--- src/rtl/arm_mem_arbiter.sv ---
// Two-requester round-robin arbiter that sequences word-aligned accesses onto one
// arm_memory port and returns load data and an exception flag to the winner.
module arm_mem_arbiter #(
   parameter int MEM_LATENCY = 1,
   parameter int ADDR_W      = 32,
   parameter int DATA_W      = 32
) (
   input  logic              clk,
   input  logic              rst,
   input  logic              r0_req,
   input  logic              r0_write,
   input  logic [ADDR_W-1:0] r0_addr,
   input  logic [DATA_W-1:0] r0_wdata,
   output logic              r0_gnt,
   output logic              r0_done,
   output logic [DATA_W-1:0] r0_rdata,
   output logic              r0_excpt,
   input  logic              r1_req,
   input  logic              r1_write,
   input  logic [ADDR_W-1:0] r1_addr,
   input  logic [DATA_W-1:0] r1_wdata,
   output logic              r1_gnt,
   output logic              r1_done,
   output logic [DATA_W-1:0] r1_rdata,
   output logic              r1_excpt,
   output logic [ADDR_W-1:0] mem_addr,
   output logic [DATA_W-1:0] mem_wdata,
   output logic              mem_write,
   input  logic [DATA_W-1:0] mem_rdata,
   input  logic              mem_excpt
);

   typedef enum logic [1:0] {
      IDLE   = 2'd0,
      ACCESS = 2'd1,
      DONE   = 2'd2
   } state_t;

   localparam logic [3:0] CNT_INIT = 4'(MEM_LATENCY - 1);

   state_t            state;
   state_t            state_nx;
   logic              rr_ptr;
   logic              sel;
   logic              lat_write;
   logic              misalign;
   logic [3:0]        cnt;
   logic              cnt_zero;
   logic              take;
   logic              pick;
   logic              pick_write;
   logic              pick_aligned;
   logic [ADDR_W-1:0] pick_addr;
   logic [DATA_W-1:0] pick_wdata;

   // rr_ptr names the requester that wins a tie (0 = r0, 1 = r1).
   always_comb begin
      pick = 1'b0;
      if (r0_req && r1_req) begin
         pick = rr_ptr;
      end else if (r1_req) begin
         pick = 1'b1;
      end
      pick_addr    = pick ? r1_addr  : r0_addr;
      pick_wdata   = pick ? r1_wdata : r0_wdata;
      pick_write   = pick ? r1_write : r0_write;
      pick_aligned = (pick_addr[1:0] == 2'b00);
   end

   assign cnt_zero = (cnt == 4'd0);

   always_comb begin
      state_nx = state;
      take     = 1'b0;
      case (state)
         IDLE: begin
            if (r0_req || r1_req) begin
               take     = 1'b1;
               state_nx = ACCESS;
            end
         end
         ACCESS: begin
            if (cnt_zero) begin
               state_nx = DONE;
            end
         end
         DONE:    state_nx = IDLE;
         default: state_nx = IDLE;
      endcase
   end

   always_ff @(posedge clk or negedge rst) begin
      if (!rst) begin
         state <= IDLE;
      end else begin
         state <= state_nx;
      end
   end

   // A misaligned access spends one ACCESS cycle with the memory port left idle,
   // so its done pulse lands two cycles after acceptance like a 1-cycle access.
   always_ff @(posedge clk or negedge rst) begin
      if (!rst) begin
         rr_ptr    <= 1'b0;
         sel       <= 1'b0;
         lat_write <= 1'b0;
         misalign  <= 1'b0;
         cnt       <= 4'd0;
         r0_gnt    <= 1'b0;
         r1_gnt    <= 1'b0;
         r0_done   <= 1'b0;
         r1_done   <= 1'b0;
         r0_rdata  <= '0;
         r1_rdata  <= '0;
         r0_excpt  <= 1'b0;
         r1_excpt  <= 1'b0;
         mem_addr  <= '0;
         mem_wdata <= '0;
         mem_write <= 1'b0;
      end else begin
         r0_gnt  <= take & ~pick;
         r1_gnt  <= take & pick;
         r0_done <= 1'b0;
         r1_done <= 1'b0;
         if (take) begin
            sel       <= pick;
            lat_write <= pick_write;
            misalign  <= ~pick_aligned;
            cnt       <= pick_aligned ? CNT_INIT : 4'd0;
            if (pick_aligned) begin
               mem_addr  <= pick_addr;
               mem_wdata <= pick_wdata;
               mem_write <= pick_write;
            end
         end else if (state == ACCESS) begin
            if (!cnt_zero) begin
               cnt <= cnt - 4'd1;
            end else begin
               mem_write <= 1'b0;
               if (sel) begin
                  r1_done  <= 1'b1;
                  r1_excpt <= misalign | mem_excpt;
                  if (!lat_write) begin
                     r1_rdata <= misalign ? '0 : mem_rdata;
                  end
               end else begin
                  r0_done  <= 1'b1;
                  r0_excpt <= misalign | mem_excpt;
                  if (!lat_write) begin
                     r0_rdata <= misalign ? '0 : mem_rdata;
                  end
               end
            end
         end else if (state == DONE) begin
            rr_ptr <= ~sel;
         end
      end
   end

endmodule
--- config.mk ---
export PLATFORM = sky130hd
export DESIGN_NAME = arm_mem_arbiter
export DESIGN_NICKNAME = d
export VERILOG_FILES = /design/src/rtl/arm_mem_arbiter.sv
export SDC_FILE = /design/constraint.sdc
export NUM_CORES = 1
export LEC_CHECK = 0
export ABC_AREA = 1
export CORE_MARGIN = 2
export CORE_UTILIZATION = 38
export DETAILED_ROUTE_END_ITERATION = 10
export GPL_ROUTABILITY_DRIVEN = 0
export PLACE_DENSITY = 0.83
export SYNTH_ARGS = -nofsm -noshare
export SYNTH_HDL_FRONTEND = slang
export SYNTH_SLANG_ARGS = --single-unit
--- constraint.sdc ---
create_clock -name clk -period 1.33 [get_ports clk]
set_input_delay 0.266 -clock clk [delete_from_list [all_inputs] [get_ports clk]]
set_output_delay 0.266 -clock clk [all_outputs]
set_load 0.005 [all_outputs]
=== Word-level counts from Yosys, hierarchy flattened ===
Index checks and enable logic that the tools add are counted.
W data, S select, Z words.

* Add/sub/neg operators: 1
* $mul: 0
* Div/mod/pow operators: 0
* Order comparisons: 0
* Equal/unequal tests: 6
* Shifts and indexed selects: 0
* Multiplexer cells: 26
* Bitwise gates (word level): 9
* Reductions and logical operators: 16

{| class="wikitable"
|+ Operators by type and width
! operator !! count
|-
| $mux W32 || 3
|-
| $mux W1 || 17
|-
| $mux W4 || 3
|-
| $reduce_and A5 Y1 || 2
|-
| $reduce_and A4 Y1 || 2
|-
| $not A1 Y1 || 6
|-
| $reduce_and A2 Y1 || 3
|-
| $reduce_and A3 Y1 || 2
|-
| $logic_not A2 Y1 || 2
|-
| $logic_not A4 Y1 || 1
|-
| $mux W2 || 2
|-
| $ne A2 B1 Y1 const B || 2
|-
| $ne A2 B2 Y1 const B || 2
|-
| $pmux W2 S2 || 1
|-
| $reduce_bool A2 Y1 || 2
|-
| $sub A4 B1 Y4 const B || 1
|-
| $and A1 B1 Y1 || 2
|-
| $eq A2 B1 Y1 const B || 1
|-
| $eq A2 B2 Y1 const B || 1
|-
| $logic_and A1 B1 Y1 || 1
|-
| $logic_or A1 B1 Y1 || 1
|-
| $or A1 B1 Y1 || 1
|}

* Flip-flop bits (word level): 145
* Bits in latches: 0
* RAM bits: 0
* Bits in read-only memories: 0
* Bits of input ports: 167
* Output and inout port bits: 135
* Memories kept: 0

=== Longest topological paths before layout ===
Gate-level depths: netlist of run 1.

* Depth after elaboration: 6
* Gate-level depth with buffers: 11
* Mapped depth without buffers: 9

=== Worst setup path after synthesis of run 1 ===
Ideal clock, no wire load.

* Path kind: flip-flop to flip-flop
* Start: register cnt[0]
* End: register r0_rdata[0]
* Setup time: 0.117 ns
* Data arrival time: 1.270 ns
* Required time: 1.213 ns
* Slack: -0.057 ns
* Cell stages (with the launch flop): 9
* Buffers on the path: 1
* Cells stage by stage: dfrtp_1 > inv_1 > ha_1 > nand3_4 > nor2_4 > nand2_4 > buf_2 > nand2_1 > nand2_1

* Cells in the longest elaborated chain, start to end: 2

{| class="wikitable"
|+ RTL lines
! item !! RTL line !! source
|-
| start, declared || 47 || <nowiki>logic [3:0] cnt;</nowiki>
|-
| start signal, assigned || 129 || <nowiki>cnt <= pick_aligned ? CNT_INIT : 4'd0;</nowiki>
|-
| start signal, assigned || 137 || <nowiki>cnt <= cnt - 4'd1;</nowiki>
|-
| $logic_not A4 Y1 || 70 || <nowiki>assign cnt_zero = (cnt == 4'd0);</nowiki>
|-
| $reduce_and A5 Y1 (no line) || -- ||
|-
| end signal, assigned || 150 || <nowiki>r0_rdata <= misalign ? '0 : mem_rdata;</nowiki>
|-
| end, declared || 16 || <nowiki>output logic [DATA_W-1:0] r0_rdata,</nowiki>
|}

No other way between the ends.
A chain may end at the register's enable or synchronous reset.

=== Worst setup path in the final report of run 1 ===
* Start: register state[1]
* End: register mem_addr[8]

* Cells in the longest elaborated chain, start to end: 3

{| class="wikitable"
|+ RTL lines
! item !! RTL line !! source
|-
| start, declared || 41 || <nowiki>state_t state;</nowiki>
|-
| start signal, assigned || 96 || <nowiki>state <= state_nx;</nowiki>
|-
| $logic_not A2 Y1 || 75 || <nowiki>case (state)</nowiki>
|-
| $mux W1 || 75 ||
|-
| $reduce_and A2 Y1 (no line) || -- ||
|-
| end signal, assigned || 131 || <nowiki>mem_addr <= pick_addr;</nowiki>
|-
| end, declared || 26 || <nowiki>output logic [ADDR_W-1:0] mem_addr,</nowiki>
|}

No other way between the ends.

==> metrics.txt, run 1 <==
Crit. End Element=register; drt first pass iters=4; Die X-Extent=136 µm; CP Max Fanout=7; CTS tree=yes; final WL=24.8 mm; Final Total Pwr=23.5 mW; antenna viol nets, final=0; initial antenna violation count=0; Die Y-Extent=136 µm; Post-route DRC=0; count of cell types in the netlist=24; Seq/Total Area, Yosys=54.4%; Reg2Reg Launch Point=state[1]; maximum clock rate=about 690 MHz; #FFs+latches synth=roughly 150; Finished Layout Cells=1525; Least-Margin Pin Slew=just over 400 ps; CTS clock-pin slew for the worst setup and hold paths=about 60 ps; via count=7255; Avg WL per Cell=between 15 and 20 µm; die footprint=between 15000 and 20000 µm²; RSZ-0062 raised after global routing=true; XOR/XNOR Fraction of Synth Area=0%; cell taking the most area after synthesis=dfrtp_1; crit path from=state[1]; adder-cell share of the synthesized area=0.188%; Rows=48; grt ovf=0; syn_nets=1064; Post-synth top flop=dfrtp_1; htree depth=4; Peak VDD IR=1.21 mV; Synth Area per Inst=approximately 7.4 µm²; Worst Setup Slack, final=-120 ps; Mapped Area=around 6700 µm²; layout cell share with drive strength beyond 1=25.0%; vias in the first global route=6828; Max transition margin=72.9%; Placement Setup Slack=-393 ps; Synth area leaders=dfrtp_1 (54%), nand2_1 (33%), nor2_1 (2.6%), inv_1 (2.5%), buf_6 (2.0%); clk_skew=12.1 ps; most common cell in the netlist=nand2_1; Synth top cells by count=nand2_1 (585), dfrtp_1 (145), nor2_1 (46); Fin. Hold Viols=0; final worst-path cycle share=109%; status=complete, but fails checks; Total GRT Usage=23.5%; Core ar.=17200 µm²; Post-synth EDFFs=0; power per cell area=slightly below 2000 nW/µm²; R2R cell count=8; HPWL after detailed placement=15.7 mm; IO Count=approximately 300; WS Path Type=register to register; failing checks=setup timing; Startpoint Class=register; max-cap violation count=0; CTS Buf Count=17; Final min period=1450 ps; pin count of the biggest net entering global routing=between 60 and 70; Initial Util=between 30% and 40%; root buffer cell=clkbuf_16; Min-Delay Path Class=input pin to async pin; Clk Latency, worst-skew pair=420 ps; post-synthesis cell count=896; PortBufs=301; Post-Layout Inst Area=11900 µm²; # diodes=0; clock sinks=145; largest family of logic cells by synthesized area=simple AND/OR/NAND/NOR gates; CP arrival=1750 ps; first-pass GRT wire length=34.1 mm; vias per cell=between 4 and 5; Initial DRC Count=358; mux cell area share after synthesis=0%; NumNets Final=about 1500; # placed instances=1435; clk buf depth=2; Setup-failing EPs final=around 130; simple-gate area share of the yosys netlist=about 38%; Synth Area in Compound Gates=less than 1%; fraction of registers with async set/reset=100%; leak pwr=~6.4 nW; Ys Warns=0; area grow syn2layout=78.4%; Worst EP required=~1600 ps; Placement Cell Area=10300 µm²; post-synth top area share=54.4%; Final Max Tran Viols=0
==> power by group <==
| group | internal [mW] | leakage [nW] | total [mW] | switching, mW |
|---|---|---|---|---|
| registers | 6.29 | 1.87 | 7.59 | 1.30 |
| clock network | 3.60 | 0.326 | 5.42 | 1.82 |
| logic | 5.47 | 4.17 | 10.4 | 4.98 |
==> path summary, 6_finish.rpt <==
kind | slack [ps] | to
setup / recovery | -120 | mem_addr[8]
hold / removal | 330 | r0_rdata[12]
setup reg to reg | -120 | mem_addr[8]
hold reg to reg | 480 | r0_rdata[12]
max in group asynchronous | 410 | mem_wdata[11]
min in group clk | 460 | r0_rdata[14]
==> area by class of cell <==
class / count / area [µm²]
clock buffer: 20 / 457
clock inverter: 10 / 208
fill: 1259 / 5340
inverter: 49 / 201
multi-input combinational: 658 / 3030
sequential: 145 / 3630
tap: 225 / 282
timing repair buffer: 418 / 4090
==> kinds of logic (layout without fill, tap and decap cells) <==
| group | count (synthesis) | after routing |
|---|---|---|
| compound gates | 9 | 9 |
| fa+ha+maj | 1 | 1 |
| buf+inv | 93 | 497 |
| flops | 145 | 145 |
| simple gates | 648 | 648 |
==> cell usage in the layout, fill, tap and decap left out, types with 2 or more instances in the layout <==
cell and instances:
nand2_1 482, clkdlybuf4s50_1 165, dfrtp_1 145, clkdlybuf4s15_1 83, buf_4 77, nand2_2 72, clkbuf_2 49, nor2_1 43
inv_1 40, nand2_4 33, clkbuf_16 28, buf_12 15, buf_6 9, nand3_1 7, inv_2 6, bufinv_16 6
nor2_4 5, buf_8 5, clkinv_4 4, nor2_2 2, o21ai_0 2, o21ai_1 2, clkbuf_8 2, clkinv_2 2
buf_2 2
==> critical path: stages (launching register included) <==
cell and delay (ps):
dfrtp_1 430, inv_2 90, nand2_4 60, nor2_4 170, nand2_8 110, buf_12 170
clkbuf_16 180, nand2_4 70, nand2_2 50
==> flip-flops by register name, indices dropped and copies added (netlist names) <==
| name | flops |
|---|---|
| r1_rdata | 32 |
| rr_ptr | 1 |
| r1_excpt | 1 |
| lat_write | 1 |
| mem_wdata | 32 |
| mem_addr | 32 |
| misalign | 1 |
| cnt | 4 |
| mem_write | 1 |
| r1_gnt | 1 |
| r0_rdata | 32 |
| r0_excpt | 1 |
| state | 2 |
| sel | 1 |
| r1_done | 1 |
| r0_gnt | 1 |
| r0_done | 1 |
==> metrics by stage <==
| step | utilization (%) | TNS, ps | hold WS, ps |
|---|---|---|---|
| floorplan | - | 0 | -29.6 |
| global placement | 59.7 | -25030 | 202 |
| detailed placement | 59.7 | -29980 | 206 |
| CTS | 65.0 | -3330 | 334 |
| global route | 69.0 | -16030 | 359 |
| finish | 69.0 | -6370 | 329 |
==> routing by layer <==
metal  part of all wire, %  up-vias  track usage, %
met4                   3.1        0            10.9
met5                     0        -               0
met2                    51      278            40.0
met1                    40     3483            28.3
met3                   5.5       58            5.44
li1                      -     3436               -
==> what timing repair did <==
action / in CTS / in global routing
setup endpoints to repair: 259 / 187
pin swaps: 0 / 56
hold buffers: 1 / 0
endpoints found under the hold margin: 28 / 0
cloned: 0 / 13
setup buffers: 29 / 17
gates resized for setup: 276 / 222
Power figures use the tool's default switching activity.
==> run 2: changes to the inputs <==
--- a/config.mk
+++ b/config.mk
@@ -7,10 +7,11 @@
 export LEC_CHECK = 0
 export ABC_AREA = 1
 export CORE_MARGIN = 2
-export CORE_UTILIZATION = 38
+export CORE_UTILIZATION = 43
 export DETAILED_ROUTE_END_ITERATION = 10
+export DONT_BUFFER_PORTS = 1
 export GPL_ROUTABILITY_DRIVEN = 0
-export PLACE_DENSITY = 0.83
+export PLACE_DENSITY = 0.66
 export SYNTH_ARGS = -nofsm -noshare
 export SYNTH_HDL_FRONTEND = slang
 export SYNTH_SLANG_ARGS = --single-unit
==> run 2 against run 1 <==
  * The run ends with hold timing, setup timing left
  * Worst hold slack lost 780 ps
  * Wire length decreased by 14%
  * Global-route usage is 1.9 points lower
  * Sequential share of layout area is 12 points higher
  * Sequential power rose by 8.2%
  * Power is 19% lower
  * Sequential cell count did not move
  * Via count fell by 20%
  * Clock skew shrank 8.0 ps
  * Clock power shrank 8.9%
==> metrics.txt, run 2 (same netlist as run 1, synthesis figures left out) <==
Slowest-stage cell, CP=dfrtp_1; grt ovf=0; RSZ-0062 raised after global routing=true; Critical path buffers and inverters=3; die footprint=around 17000 µm²; antenna viol nets, final=0; final worst-path cycle share=106%; Startpoint Class=register; Final min period=around 1400 ps; Worst Setup Slack, final=-82.0 ps; delay-heaviest family, CP=simple AND/OR/NAND/NOR gates; PortBufs=0; drt first pass iters=4; Initial DRC Count=401; via count=roughly 5800; power per cell area=between 2000 and 2500 nW/µm²; CTS tree=yes; worst hold margin=-453 ps; leak pwr=4.80 nW; area grow syn2layout=27.9%; layout cell share with drive strength beyond 1=approximately 20%; CTS Buf Count=17; clock sinks=145; Core ar.=15200 µm²; max-cap violation count=0; Total GRT Usage=21.6%; clk_skew=4.09 ps; CTS clock-pin slew for the worst setup and hold paths=60 ps; commonest non-fill, non-tap cell in the layout=nand2_1; setup TNS=-4080 ps; # diodes=0; Die X-Extent=129 µm; Avg WL per Cell=18.9 µm; final WL=21.3 mm; Least-Margin Pin Slew=around 370 ps; htree depth=4; clk buf depth=2; vias per cell=5.12; Rows=45; HPWL after detailed placement=12.0 mm; root buffer cell=clkbuf_16; Crit. End Element=register; IO Count=302; most frequent cells in the layout=nand2_1 (506), dfrtp_1 (145), nand2_2 (56), nor2_1 (44), inv_1 (43); Initial Util=43.8%; maximum clock rate=708 MHz; initial antenna violation count=0; Die Y-Extent=129 µm; Fin. Hold Viols=145; CP Max Fanout=7; status=complete, but fails checks; Min-Delay Path Class=input pin to async pin; Setup-failing EPs final=113; failing checks=hold timing, setup timing; Finished Layout Cells=1128; vias in the first global route=roughly 5300; cell chain of the critical path=inv_1, nand2_2, nand2_4, nand2_2, nand2_2, nand2_4, buf_12, clkbuf_16, nand2_2, nand2_1; # placed instances=between 1000 and 1500; Worst EP required=1630 ps; Post-route DRC=0; Crit path largest cell delay=380 ps; NumNets Final=1098; CP arrival=1710 ps; WS Path Type=register to register; CP most frequent cell=nand2_2; Peak VDD IR=1.14 mV; Final Max Tran Viols=0; pin count of the biggest net entering global routing=approximately 150; Max transition margin=75.4%; first-pass GRT wire length=27.5 mm; Clk Latency, worst-skew pair=just over 400 ps
-- run 2: path summary, 6_finish.rpt --
| check | start | endpoint | slack (ps) | cells after the start |
|---|---|---|---|---|
| setup / recovery | rr_ptr | mem_wdata[0] | -80 | 10 |
| hold / removal | rst | mem_addr[21] | -450 | 0 |
| setup reg to reg | rr_ptr | mem_wdata[0] | -80 | 10 |
| hold reg to reg | mem_addr[10] | mem_addr[10] | 500 | 2 |
| max in group asynchronous | rst | mem_wdata[7] | 1440 | 0 |
| min in group clk | r1_write | lat_write | 40 | 2 |
-- run 2: cell type report --
cell class | instances | area [µm²]
timing repair buffer | 59 | 931
clock buffer | 18 | 439
tap | 188 | 235
multi-input combinational | 658 | 2920
inverter | 49 | 209
sequential | 145 | 3630
clock inverter | 11 | 165
fill | 1400 | 6680
-- run 2: metal layers --
| layer | vias to the layer above | routed length [µm] | part of all wire (%) | global-route usage (%) |
|---|---|---|---|---|
| li1 | 2730 | - | - | - |
| met1 | 2700 | 8940 | 42 | 26.6 |
| met2 | 283 | 9770 | 46 | 34.7 |
| met3 | 59 | 1710 | 8.0 | 6.78 |
| met4 | 0 | 877 | 4.1 | 10.5 |
| met5 | - | 0 | 0 | 0 |
-- run 2: metrics by stage --
step | area, µm² | setup slack [ps] | utilization (%) | total power [mW]
2_1_floorplan | 6680 | 12.2 | - | 10.8
3_3_place_gp | 6970 | -19.6 | 45.9 | 12.4
3_5_place_dp | 6970 | -67.1 | 45.9 | 12.5
4_1_cts | 7870 | -42.9 | 51.7 | 17.9
5_1_grt | 8530 | -157 | 56.1 | 20.2
6_report | 8530 | -82.0 | 56.1 | 19.1
-- run 2: where the power goes --
part           switching [mW]  internal [mW]  total (mW)
clock network            1.79           3.15        4.94
registers                1.91           6.30        8.21
logic                    3.32           2.63        5.95
-- run 2: timing repair --
action / 4_1_cts / 5_1_grt
pin swaps: 2 / 39
endpoints found under the setup margin: 122 / 136
setup buffers: 9 / 3
hold endpoints to repair: 145 / 145
gates cloned: 4 / 16
resized for setup: 39 / 104
